File: src/rtl/key_event_queue_pkg.sv
// Shared types for the key event queue: event kinds and the FIFO entry format.
package key_evt_pkg;
  localparam int KEY_W = 4;

  typedef enum logic [1:0] {
    EVT_NONE    = 2'b00,
    EVT_PRESS   = 2'b01,
    EVT_RELEASE = 2'b10,
    EVT_REPEAT  = 2'b11
  } evt_type_t;

  typedef struct packed {
    evt_type_t        typ;
    logic [KEY_W-1:0] code;
  } key_evt_t;
endpackage

File: src/rtl/key_event_queue_if.sv
// Event stream handshake between the key event queue and its consumer.
interface key_event_queue_if;
  import key_evt_pkg::*;

  logic             evt_valid;
  evt_type_t        evt_type;
  logic [KEY_W-1:0] evt_code;
  logic             evt_ready;

  modport master (output evt_valid, evt_type, evt_code, input evt_ready);
  modport slave  (input evt_valid, evt_type, evt_code, output evt_ready);
endinterface

File: src/rtl/key_event_queue_fifo.sv
// Show-ahead FIFO of key events; pointers carry one extra wrap bit.
module key_evt_fifo
  import key_evt_pkg::*;
#(
  parameter  int DEPTH = 8,
  localparam int AW    = $clog2(DEPTH)
) (
  input  logic     clk,
  input  logic     rst_n,
  input  logic     push,
  input  key_evt_t din,
  input  logic     pop,
  output key_evt_t head,
  output logic     full,
  output logic     empty,
  output logic [AW:0] fill
);
  key_evt_t    mem_q [DEPTH];
  logic [AW:0] wr_q, wr_d, rd_q, rd_d;
  logic        do_push, do_pop;

  always_comb begin
    empty   = (wr_q == rd_q);
    full    = (wr_q[AW] != rd_q[AW]) && (wr_q[AW-1:0] == rd_q[AW-1:0]);
    do_pop  = pop && !empty;
    // a pop in the same cycle frees the slot a push into a full FIFO needs
    do_push = push && (!full || do_pop);
    wr_d    = wr_q + {{AW{1'b0}}, do_push};
    rd_d    = rd_q + {{AW{1'b0}}, do_pop};
    fill    = wr_q - rd_q;
    head    = mem_q[rd_q[AW-1:0]];
  end

  always_ff @(posedge clk or negedge rst_n) begin
    if (!rst_n) begin
      wr_q <= '0;
      rd_q <= '0;
      for (int i = 0; i < DEPTH; i++) mem_q[i] <= '0;
    end else begin
      wr_q <= wr_d;
      rd_q <= rd_d;
      if (do_push) mem_q[wr_q[AW-1:0]] <= din;
    end
  end
endmodule

File: src/rtl/key_event_queue.sv
// Debounces decoded key levels into PRESS/RELEASE/REPEAT events and queues them.
// Key code width comes from key_evt_pkg::KEY_W so it always matches the FIFO entry.
module key_event_queue
  import key_evt_pkg::*;
#(
  parameter int DEPTH        = 8,
  parameter int DEBOUNCE_CYC = 4,
  parameter int REPEAT_DELAY = 500,
  parameter int REPEAT_RATE  = 100
) (
  input  logic                    clk,
  input  logic                    rst_n,
  input  logic [KEY_W-1:0]        key_code,
  input  logic                    key_down,
  input  logic                    ovf_clr,
  output logic                    ovf,
  output logic [$clog2(DEPTH):0]  fill,
  key_event_queue_if.master       evt
);
  localparam int SW      = $clog2(DEBOUNCE_CYC + 1);
  localparam int RPT_MAX = (REPEAT_DELAY > REPEAT_RATE) ? REPEAT_DELAY : REPEAT_RATE;
  localparam int RW      = $clog2(RPT_MAX + 1);

  logic             samp_down_q, samp_down_d, comm_down_q, comm_down_d;
  logic [KEY_W-1:0] samp_code_q, samp_code_d, comm_code_q, comm_code_d;
  logic [SW-1:0]    stab_q, stab_d;
  logic [RW-1:0]    rpt_q, rpt_d;
  logic             pend_q, pend_d, ovf_q, ovf_d;
  logic [KEY_W-1:0] pend_code_q, pend_code_d;

  logic [KEY_W-1:0] s_code;
  logic             same, differ, commit, rpt_fire, push, pop, full, empty;
  key_evt_t         push_evt, head;

  always_comb begin
    s_code      = key_down ? key_code : '0;
    same        = (key_down == samp_down_q) && (s_code == samp_code_q);
    differ      = (key_down != comm_down_q) || (s_code != comm_code_q);
    samp_down_d = key_down;
    samp_code_d = s_code;
    if (!same)                              stab_d = SW'(1);
    else if (stab_q == SW'(DEBOUNCE_CYC))   stab_d = stab_q;
    else                                    stab_d = stab_q + 1'b1;
    commit      = differ && (stab_d == SW'(DEBOUNCE_CYC));

    // repeat timer only runs while the held key matches the committed one
    rpt_fire = 1'b0;
    rpt_d    = rpt_q;
    if (comm_down_q && !differ) begin
      if (rpt_q <= RW'(1)) begin
        rpt_fire = 1'b1;
        rpt_d    = RW'(REPEAT_RATE);
      end else begin
        rpt_d = rpt_q - 1'b1;
      end
    end

    comm_down_d = comm_down_q;
    comm_code_d = comm_code_q;
    pend_d      = 1'b0;
    pend_code_d = pend_code_q;
    push        = 1'b0;
    push_evt    = '0;
    if (pend_q) begin
      push     = 1'b1;
      push_evt = '{typ: EVT_PRESS, code: pend_code_q};
    end
    if (commit) begin
      comm_down_d = key_down;
      comm_code_d = s_code;
      if (!comm_down_q) begin
        push_evt = pend_q ? push_evt : '{typ: EVT_PRESS, code: s_code};
        rpt_d    = RW'(REPEAT_DELAY);
      end else begin
        push_evt = pend_q ? push_evt : '{typ: EVT_RELEASE, code: comm_code_q};
        // key-to-key change: the PRESS for the new key follows next cycle
        if (key_down) begin
          pend_d      = 1'b1;
          pend_code_d = s_code;
          rpt_d       = RW'(REPEAT_DELAY);
        end
      end
      push = 1'b1;
    end else if (rpt_fire && !pend_q) begin
      push     = 1'b1;
      push_evt = '{typ: EVT_REPEAT, code: comm_code_q};
    end

    pop   = evt.evt_valid && evt.evt_ready;
    ovf_d = ovf_clr ? 1'b0 : ovf_q;
    if (push && full && !pop) ovf_d = 1'b1;
  end

  always_ff @(posedge clk or negedge rst_n) begin
    if (!rst_n) begin
      samp_down_q <= 1'b0;
      samp_code_q <= '0;
      stab_q      <= '0;
      comm_down_q <= 1'b0;
      comm_code_q <= '0;
      rpt_q       <= '0;
      pend_q      <= 1'b0;
      pend_code_q <= '0;
      ovf_q       <= 1'b0;
    end else begin
      samp_down_q <= samp_down_d;
      samp_code_q <= samp_code_d;
      stab_q      <= stab_d;
      comm_down_q <= comm_down_d;
      comm_code_q <= comm_code_d;
      rpt_q       <= rpt_d;
      pend_q      <= pend_d;
      pend_code_q <= pend_code_d;
      ovf_q       <= ovf_d;
    end
  end

  key_evt_fifo #(.DEPTH(DEPTH)) u_fifo (
    .clk   (clk),
    .rst_n (rst_n),
    .push  (push),
    .din   (push_evt),
    .pop   (pop),
    .head  (head),
    .full  (full),
    .empty (empty),
    .fill  (fill)
  );

  assign evt.evt_valid = !empty;
  assign evt.evt_type  = head.typ;
  assign evt.evt_code  = head.code;
  assign ovf           = ovf_q;
endmodule

File: src/flat_wrapper.sv
// flat-port wrapper written by rule: the top's interface ports become plain ports
module key_event_queue_flat import key_evt_pkg::*;
#(
  parameter int DEPTH        = 8,
  parameter int DEBOUNCE_CYC = 4,
  parameter int REPEAT_DELAY = 500,
  parameter int REPEAT_RATE  = 100
)
  (clk, rst_n, key_code, key_down, ovf_clr, ovf, fill, evt_evt_valid, evt_evt_type, evt_evt_code, evt_evt_ready);
  key_event_queue_if evt_i ();
  input  logic clk;
  input  logic rst_n;
  input  logic [KEY_W-1:0] key_code;
  input  logic key_down;
  input  logic ovf_clr;
  output logic ovf;
  output logic [$clog2(DEPTH):0] fill;
  output wire logic [$bits(evt_i.evt_valid)-1:0] evt_evt_valid;
  output wire logic [$bits(evt_i.evt_type)-1:0] evt_evt_type;
  output wire logic [$bits(evt_i.evt_code)-1:0] evt_evt_code;
  input wire logic [$bits(evt_i.evt_ready)-1:0] evt_evt_ready;
  assign evt_evt_valid = evt_i.evt_valid;
  assign evt_evt_type = evt_i.evt_type;
  assign evt_evt_code = evt_i.evt_code;
  assign evt_i.evt_ready = evt_evt_ready;
  key_event_queue #(.DEPTH(DEPTH), .DEBOUNCE_CYC(DEBOUNCE_CYC), .REPEAT_DELAY(REPEAT_DELAY), .REPEAT_RATE(REPEAT_RATE)) u_core (.clk(clk), .rst_n(rst_n), .key_code(key_code), .key_down(key_down), .ovf_clr(ovf_clr), .ovf(ovf), .fill(fill), .evt(evt_i));
endmodule
File: config.mk
export PLATFORM = sky130hd
export DESIGN_NAME = key_event_queue_flat
export DESIGN_NICKNAME = d
export VERILOG_FILES = /design/src/rtl/key_event_queue_pkg.sv /design/src/rtl/key_event_queue_if.sv /design/src/rtl/key_event_queue_fifo.sv /design/src/rtl/key_event_queue.sv /design/src/flat_wrapper.sv
export SDC_FILE = /design/constraint.sdc
export NUM_CORES = 1
export LEC_CHECK = 0
export ABC_CLOCK_PERIOD_IN_PS = 3200
export CAP_MARGIN = 20
export CORE_ASPECT_RATIO = 0.9
export CORE_MARGIN = 2
export CORE_UTILIZATION = 45
export CTS_CLUSTER_SIZE = 25
export DETAILED_ROUTE_END_ITERATION = 10
export PLACE_DENSITY_LB_ADDON = 0.25
export SLEW_MARGIN = 40
export SYNTH_ARGS = -nofsm -noshare
export SYNTH_HDL_FRONTEND = slang
export SYNTH_HIERARCHICAL = 1
export SYNTH_SLANG_ARGS = --single-unit
File: constraint.sdc
create_clock -name clk -period 3.2 [get_ports clk]
set_input_delay 0.48 -clock clk [delete_from_list [all_inputs] [get_ports clk]]
set_output_delay 0.48 -clock clk [all_outputs]
set_load 0.02 [all_outputs]
==> impl_metrics.toml, run 1 <==
[outcome]
status = "complete, no violations"

[sta]
relSlewSlack = 0.545
min_period_ps = 2840
post-route-period-util = 0.888
hold_viol_final = 0
fmax_ghz = 0.352
worstMarginPinSlew_ps = 683
finalSetupViolCount = 0
setup-tns-final_ps = 0
fin_skew_ps = 12.3
rsz0062_at_grt = "false"
maxSlewViolCount = 0
whs_ps = 159
setup_slack_ps = 359

[critical_path]
worstPathRequired_ps = 2720
regToRegSetupSlack_ps = 620
worstReg2RegEnd = "u_core/u_fifo/mem_q[41]"
cp_max_fo = 8
worst-path-buf-inv = 1
worstSetupPathType = "register to output port"
end_kind = "output port"
crit_arrival_ps = 2360
start_kind = "register"
cp_cell_sequence = "ha_1, a21o_1, a21oi_1, xnor2_1, clkdlybuf4s50_1"
cp_top_family = "buffers and inverters"
r2r_cells = 7
rr_startpoint = "u_core/u_fifo/wr_q[2]"
slowest_stage = "clkdlybuf4s50_1"
max_stage_delay_ps = 620

[job]
maxCapViolations = 0

[global_routing]
grt_use_total = 0.184
grt_pass1_wl_mm = 15.4
overflow = 0
grt_start_max_net_pins = 55
grt_pass1_vias = 3066
antenna_found_initial = 0

[routing]
wl_per_cell_um = 16.0
drt_first_pass_iters = 4
ant_nets = 0
num_vias = 2987
wirelength_mm = 8.81
drc = 0
avgViaCountPerCell = 5.41
drt_iter0_drc = 103

[power]
peakVddDrop_mv = 0.402
power.total_mw = 2.86
power.leakage_nw = 2.42
power_density_nw_per_um2 = 559

[clock_tree]
root_buffer = "clkbuf_8"
htree_num_levels = 3
cts_buffer_depth = 2
cts_setup_buffers = 0
hold_buffers = 0
path_clk_slew_ps = 90
cts_tree = "built"
cts.sinks = 84
cts_made_buffers = 9
clock_latency_ps = 360
cts_resized = 0

[floorplan]
core_sq_um = 9660
row_count = 34
fp.dieW_um = 109
die_h_um = 98.5
design.die.area_sq_um = 10700
initial_utilization = 0.462
io-pin-count = 21

[final_layout]
final_layout_size_suffix_gt1_frac = 0.258
final_cell_mix = "dfrtp_1 (84), mux2_2 (48), nand2_1 (47), inv_1 (21)"
fin_cells = 552
final_core_util = 0.530
diodes = 0
finalNetCount = 443
area_delta_synth_final_pct = 14.7
final_area_sq_um = 5110
final_common_cell = "dfrtp_1"

[synth]
ys_warn_count = 6
ys_seq_area_frac = 0.471
synth_cells = 385
synth_nets = 407
avgSynthCellArea_sq_um = 11.6
async_flop_share = 1.00
synth_edf_count = 0
synth_cell_types = 57
synthFlopType = "dfrtp_1"
syn-cell-area_sq_um = 4460
synth.ff_latch_count = 84

[place]
placed_cell_area_sq_um = 4910
dp.cells = 536
gp_congestion = 0.804
preCtsSetupSlack_ps = 35.5
port_buffers = 20
dp.final_hpwl_mm = 6.33

[hold_path]
min_path_type = "primary input to async pin"
state kept, by name, summed over array words and instances (netlist names):
| signal | flops |
|---|---|
| u_core/pend_q | 1 |
| u_core/u_fifo/rd_q | 4 |
| u_core/comm_code_q | 4 |
| u_core/comm_down_q | 1 |
| u_core/stab_q | 3 |
| u_core/samp_down_q | 1 |
| u_core/ovf | 1 |
| u_core/u_fifo/mem_q | 48 |
| u_core/rpt_q | 9 |
| u_core/u_fifo/wr_q | 4 |
| u_core/pend_code_q | 4 |
| u_core/samp_code_q | 4 |
per-layer routing:
metal	track usage	wire (um)	vias up
met5	0	0	-
met4	0.0483	113	0
met3	0.0377	269	11
met2	0.294	4210	43
met1	0.257	4220	1487
li1	-	-	1446
cells by family (layout without fill, tap and decap cells):
| group | after synthesis | count (layout) | synth area share |
|---|---|---|---|
| XOR/XNOR | 16 | 16 | 0.0314 |
| multiplexers | 62 | 62 | 0.187 |
| flip-flops | 84 | 84 | 0.471 |
| buffers and inverters | 35 | 76 | 0.0323 |
| adder cells (fa/ha/maj) | 13 | 13 | 0.0381 |
| AND/OR/NAND/NOR | 125 | 125 | 0.164 |
| AO/OA/AOI/OAI | 50 | 50 | 0.0763 |
cell type report:
type	instances	area (sq um)
flip-flops and latches	84	2100
clock buffers	11	141
well taps	126	158
clock inverters	5	67.6
multi-input cells	266	2210
repair buffers	39	353
inverters	21	78.8
fillers	835	4540
synthesized netlist by cell type, types with 2 or more instances:
| cell | count | area share |
|---|---|---|
| xnor2_1 | 10 | 0.020 |
| a32o_1 | 2 | 0.0045 |
| dfrtp_1 | 84 | 0.47 |
| o21ba_1 | 2 | 0.0045 |
| o21ai_1 | 10 | 0.011 |
| clkbuf_1 | 8 | 0.0067 |
| o31ai_1 | 2 | 0.0034 |
| a21oi_1 | 13 | 0.015 |
| mux2_2 | 48 | 0.12 |
| nand4b_1 | 3 | 0.0059 |
| nand4_4 | 2 | 0.0095 |
| ha_1 | 12 | 0.034 |
| nand2b_1 | 5 | 0.0070 |
| nand4_1 | 6 | 0.0084 |
| o21ai_0 | 7 | 0.0079 |
| a21o_1 | 2 | 0.0034 |
| nand2_1 | 47 | 0.040 |
| nor2_1 | 13 | 0.011 |
| inv_1 | 21 | 0.018 |
| and2_1 | 2 | 0.0028 |
| nand3_4 | 5 | 0.020 |
| nand3_1 | 6 | 0.0067 |
| nor3_1 | 8 | 0.0090 |
| mux4_2 | 12 | 0.061 |
| buf_4 | 2 | 0.0034 |
| buf_2 | 4 | 0.0045 |
| xor2_1 | 6 | 0.012 |
| nand3b_1 | 2 | 0.0034 |
| and2_2 | 2 | 0.0034 |
| nor2b_1 | 12 | 0.017 |
where the power goes:
group | switching, mW | total, mW | internal (mW) | leakage, nW
clock network | 0.401 | 0.796 | 0.395 | 0.106
registers | 0.0690 | 1.20 | 1.13 | 1.15
logic | 0.479 | 0.860 | 0.380 | 1.16
total | 0.950 | 2.86 | 1.91 | 2.42
worst max-delay path by stage:
stage                     startpoint                      end  slack, ps  cells past startpoint
3_5_place_dp                key_down  u_core/u_fifo/mem_q[41]         40                     11
4_1_cts        u_core/u_fifo/wr_q[1]                  fill[3]        340                      5
5_1_grt                     key_down  u_core/u_fifo/mem_q[10]        170                     11
2_1_floorplan  u_core/u_fifo/rd_q[1]    u_core/u_fifo/wr_q[2]        350                     11
6_report       u_core/u_fifo/wr_q[1]                  fill[3]        360                      5
3_3_place_gp                key_down   u_core/u_fifo/mem_q[8]        130                     11
Note: power is estimated with default switching activity, not from simulation.
==> run 2: changes to the inputs <==
--- a/config.mk
+++ b/config.mk
@@ -12,6 +12,8 @@
 export CORE_UTILIZATION = 45
 export CTS_CLUSTER_SIZE = 25
 export DETAILED_ROUTE_END_ITERATION = 10
+export GPL_ROUTABILITY_DRIVEN = 0
+export GPL_TIMING_DRIVEN = 0
 export PLACE_DENSITY_LB_ADDON = 0.25
 export SLEW_MARGIN = 40
 export SYNTH_ARGS = -nofsm -noshare
==> run 2 against run 1 <==
  * Setup slack worse by 280 ps
  * Total power up 0.53%
  * Largest power group unchanged
  * Largest cell class unchanged
  * Critical endpoint is now u_core/u_fifo/mem_q[9]
  * Cell area up 0.73%
==> impl_metrics.toml, run 2 (synthesized netlist as in run 1, its figures left out) <==
[routing]
met1Wirelength_mm = 4.59
wirelength_mm = 9.00
highest_layer = "met4"
wl_per_cell_um = 16.2
ant_nets = 0
num_vias = 2965
wl_met3_um = 201
wl_met2_mm = 4.14
avgViaCountPerCell = 5.35
drt_iter0_drc = 123
drc = 0
drt_first_pass_iters = 4

[place]
dp.cells = 532
preCtsSetupSlack_ps = -603
port_buffers = 20
dp.final_hpwl_mm = 6.31
placed_cell_area_sq_um = 4850

[final_layout]
final_core_util = 0.534
final_cell_mix = "dfrtp_1 (82), mux2_2 (48), nand2_1 (47), inv_1 (21), clkdlybuf4s50_1 (19)"
final_common_cell = "dfrtp_1"
finalNetCount = 445
largestRegisters = "u_core/u_fifo/mem_q: 48 flops, u_core/rpt_q: 9 flops"
fin_cells = 554
largest_register_ffs = 48
diodes = 0
final_area_sq_um = 5150
nFillCells = 863
final_layout_size_suffix_gt1_frac = 0.259
area_delta_synth_final_pct = 15.5
regMostFlops = "u_core/u_fifo/mem_q"

[clock_tree]
clock_latency_ps = 360
htree_num_levels = 3
cts_tree = "built"
cts.sinks = 84
cts_buffer_depth = 2
cts_made_buffers = 9
root_buffer = "clkbuf_8"
path_clk_slew_ps = 80

[power]
power_density_nw_per_um2 = 558
peakVddDrop_mv = 0.423
power.leakage_nw = 2.40

[critical_path]
r2r_cells = 10
worstReg2RegEnd = "u_core/u_fifo/wr_q[2]"
worstSetupPathType = "primary input to register"
crit_arrival_ps = 3350
max_stage_delay_ps = 490
cp_cell_sequence = "clkdlybuf4s50_1, ha_1, nor2b_1, nand4_1, a32oi_2, buf_4, and3_2, nor2_1, nand2_1, and2b_4, nand4_4, mux2_2"
regToRegSetupSlack_ps = 270
end_kind = "register"
worstPathRequired_ps = 3430
worst-path-buf-inv = 2
slowest_stage = "clkdlybuf4s50_1"
cp_max_fo = 8
cp_top_family = "simple AND/OR/NAND/NOR gates"
path_depth = 12
start_kind = "primary input"
rr_startpoint = "u_core/u_fifo/rd_q[2]"

[floorplan]
fp.dieW_um = 109
die_h_um = 98.5
design.die.area_sq_um = 10700
initial_utilization = 0.462
row_count = 34
core_sq_um = 9660
io-pin-count = 21

[outcome]
status = "complete, no violations"

[global_routing]
grt_use_total = 0.186
grt_pass1_wl_mm = 15.5
overflow = 0
grt_pass1_vias = 3096
grt_start_max_net_pins = 54
antenna_found_initial = 0

[sta]
fin_skew_ps = 15.0
maxSlewViolCount = 0
hold_viol_final = 0
min_period_ps = 3120
finalSetupViolCount = 0
worstMarginPinSlew_ps = 629
setup-tns-final_ps = 0
fmax_ghz = 0.321
relSlewSlack = 0.581
post-route-period-util = 0.974
setup_slack_ps = 81.9

[hold_path]
hold_end = "u_core/pend_code_q[0]"
min_path_type = "register to register"
worstHoldStart = "u_core/pend_code_q[0]"
hold_depth = 2

[job]
maxCapViolations = 0
## run 2: cell types whose count changed in the layout (fill, tap and decap cells not counted), moves of 2 or more
cell        delta
clkbuf_1       +4
dfrtp_2        +2
buf_4          -8
buf_6          +2
clkinvlp_4     +2
dfrtp_1        -2
## run 2: worst max-delay path by stage
stage / startpoint / end
6_report: key_down / u_core/u_fifo/mem_q[9]
5_1_grt: key_down / u_core/u_fifo/mem_q[11]
4_1_cts: key_down / u_core/u_fifo/mem_q[10]
3_5_place_dp: key_down / u_core/u_fifo/mem_q[10]
3_3_place_gp: rst_n / u_core/u_fifo/rd_q[2]
2_1_floorplan: u_core/u_fifo/rd_q[1] / u_core/u_fifo/wr_q[2]
## run 2: routing by layer
layer  vias to the layer above  global-route usage
li1                       1440                   -
met3                         4              0.0390
met2                        30               0.280
met1                      1491               0.272
met5                         -                   0
met4                         0              0.0533
## run 2: final cells by class
class	instances	area [sq um]	share of cell area
plain buffers	12	72.6	0.0141
clock buffers	10	138	0.0267
clock inverters	6	71.3	0.0138
inverters	21	78.8	0.0153
multi-input cells	266	2240	0.434
flip-flops and latches	84	2100	0.408
well taps	126	158	0.0306
repair buffers	29	292	0.0566
## run 2: where the power goes
| group | internal, mW | switching (mW) | leakage (nW) |
|---|---|---|---|
| sequential | 1.14 | 0.0987 | 1.15 |
| combinational | 0.388 | 0.462 | 1.16 |
| clock | 0.387 | 0.401 | 0.0991 |
| total | 1.91 | 0.962 | 2.40 |
## run 2: worst register-to-register path, delay by kind of cell (launching register included)
kind / cells / cell delay [ps]
buffers and inverters: 2 / 440
and+or+nand+nor: 4 / 950
DFF: 1 / 510
xor gates and xnor gates: 1 / 130
adders and majority gates: 3 / 780
## run 2: stage by stage
step	total power [mW]	hold WS (ps)
after floorplan	1.79	184
after global placement	2.05	475
after detailed placement	2.08	382
after CTS	2.88	498
after global routing	3.05	521
final	2.87	494
## run 2: timing repair
action	CTS	global route
resized for setup	7	8
endpoints found under the setup margin	53	50
pin swaps	1	2
buffers inserted	1	6
hold buffers	1	0
endpoints found under the hold margin	16	0
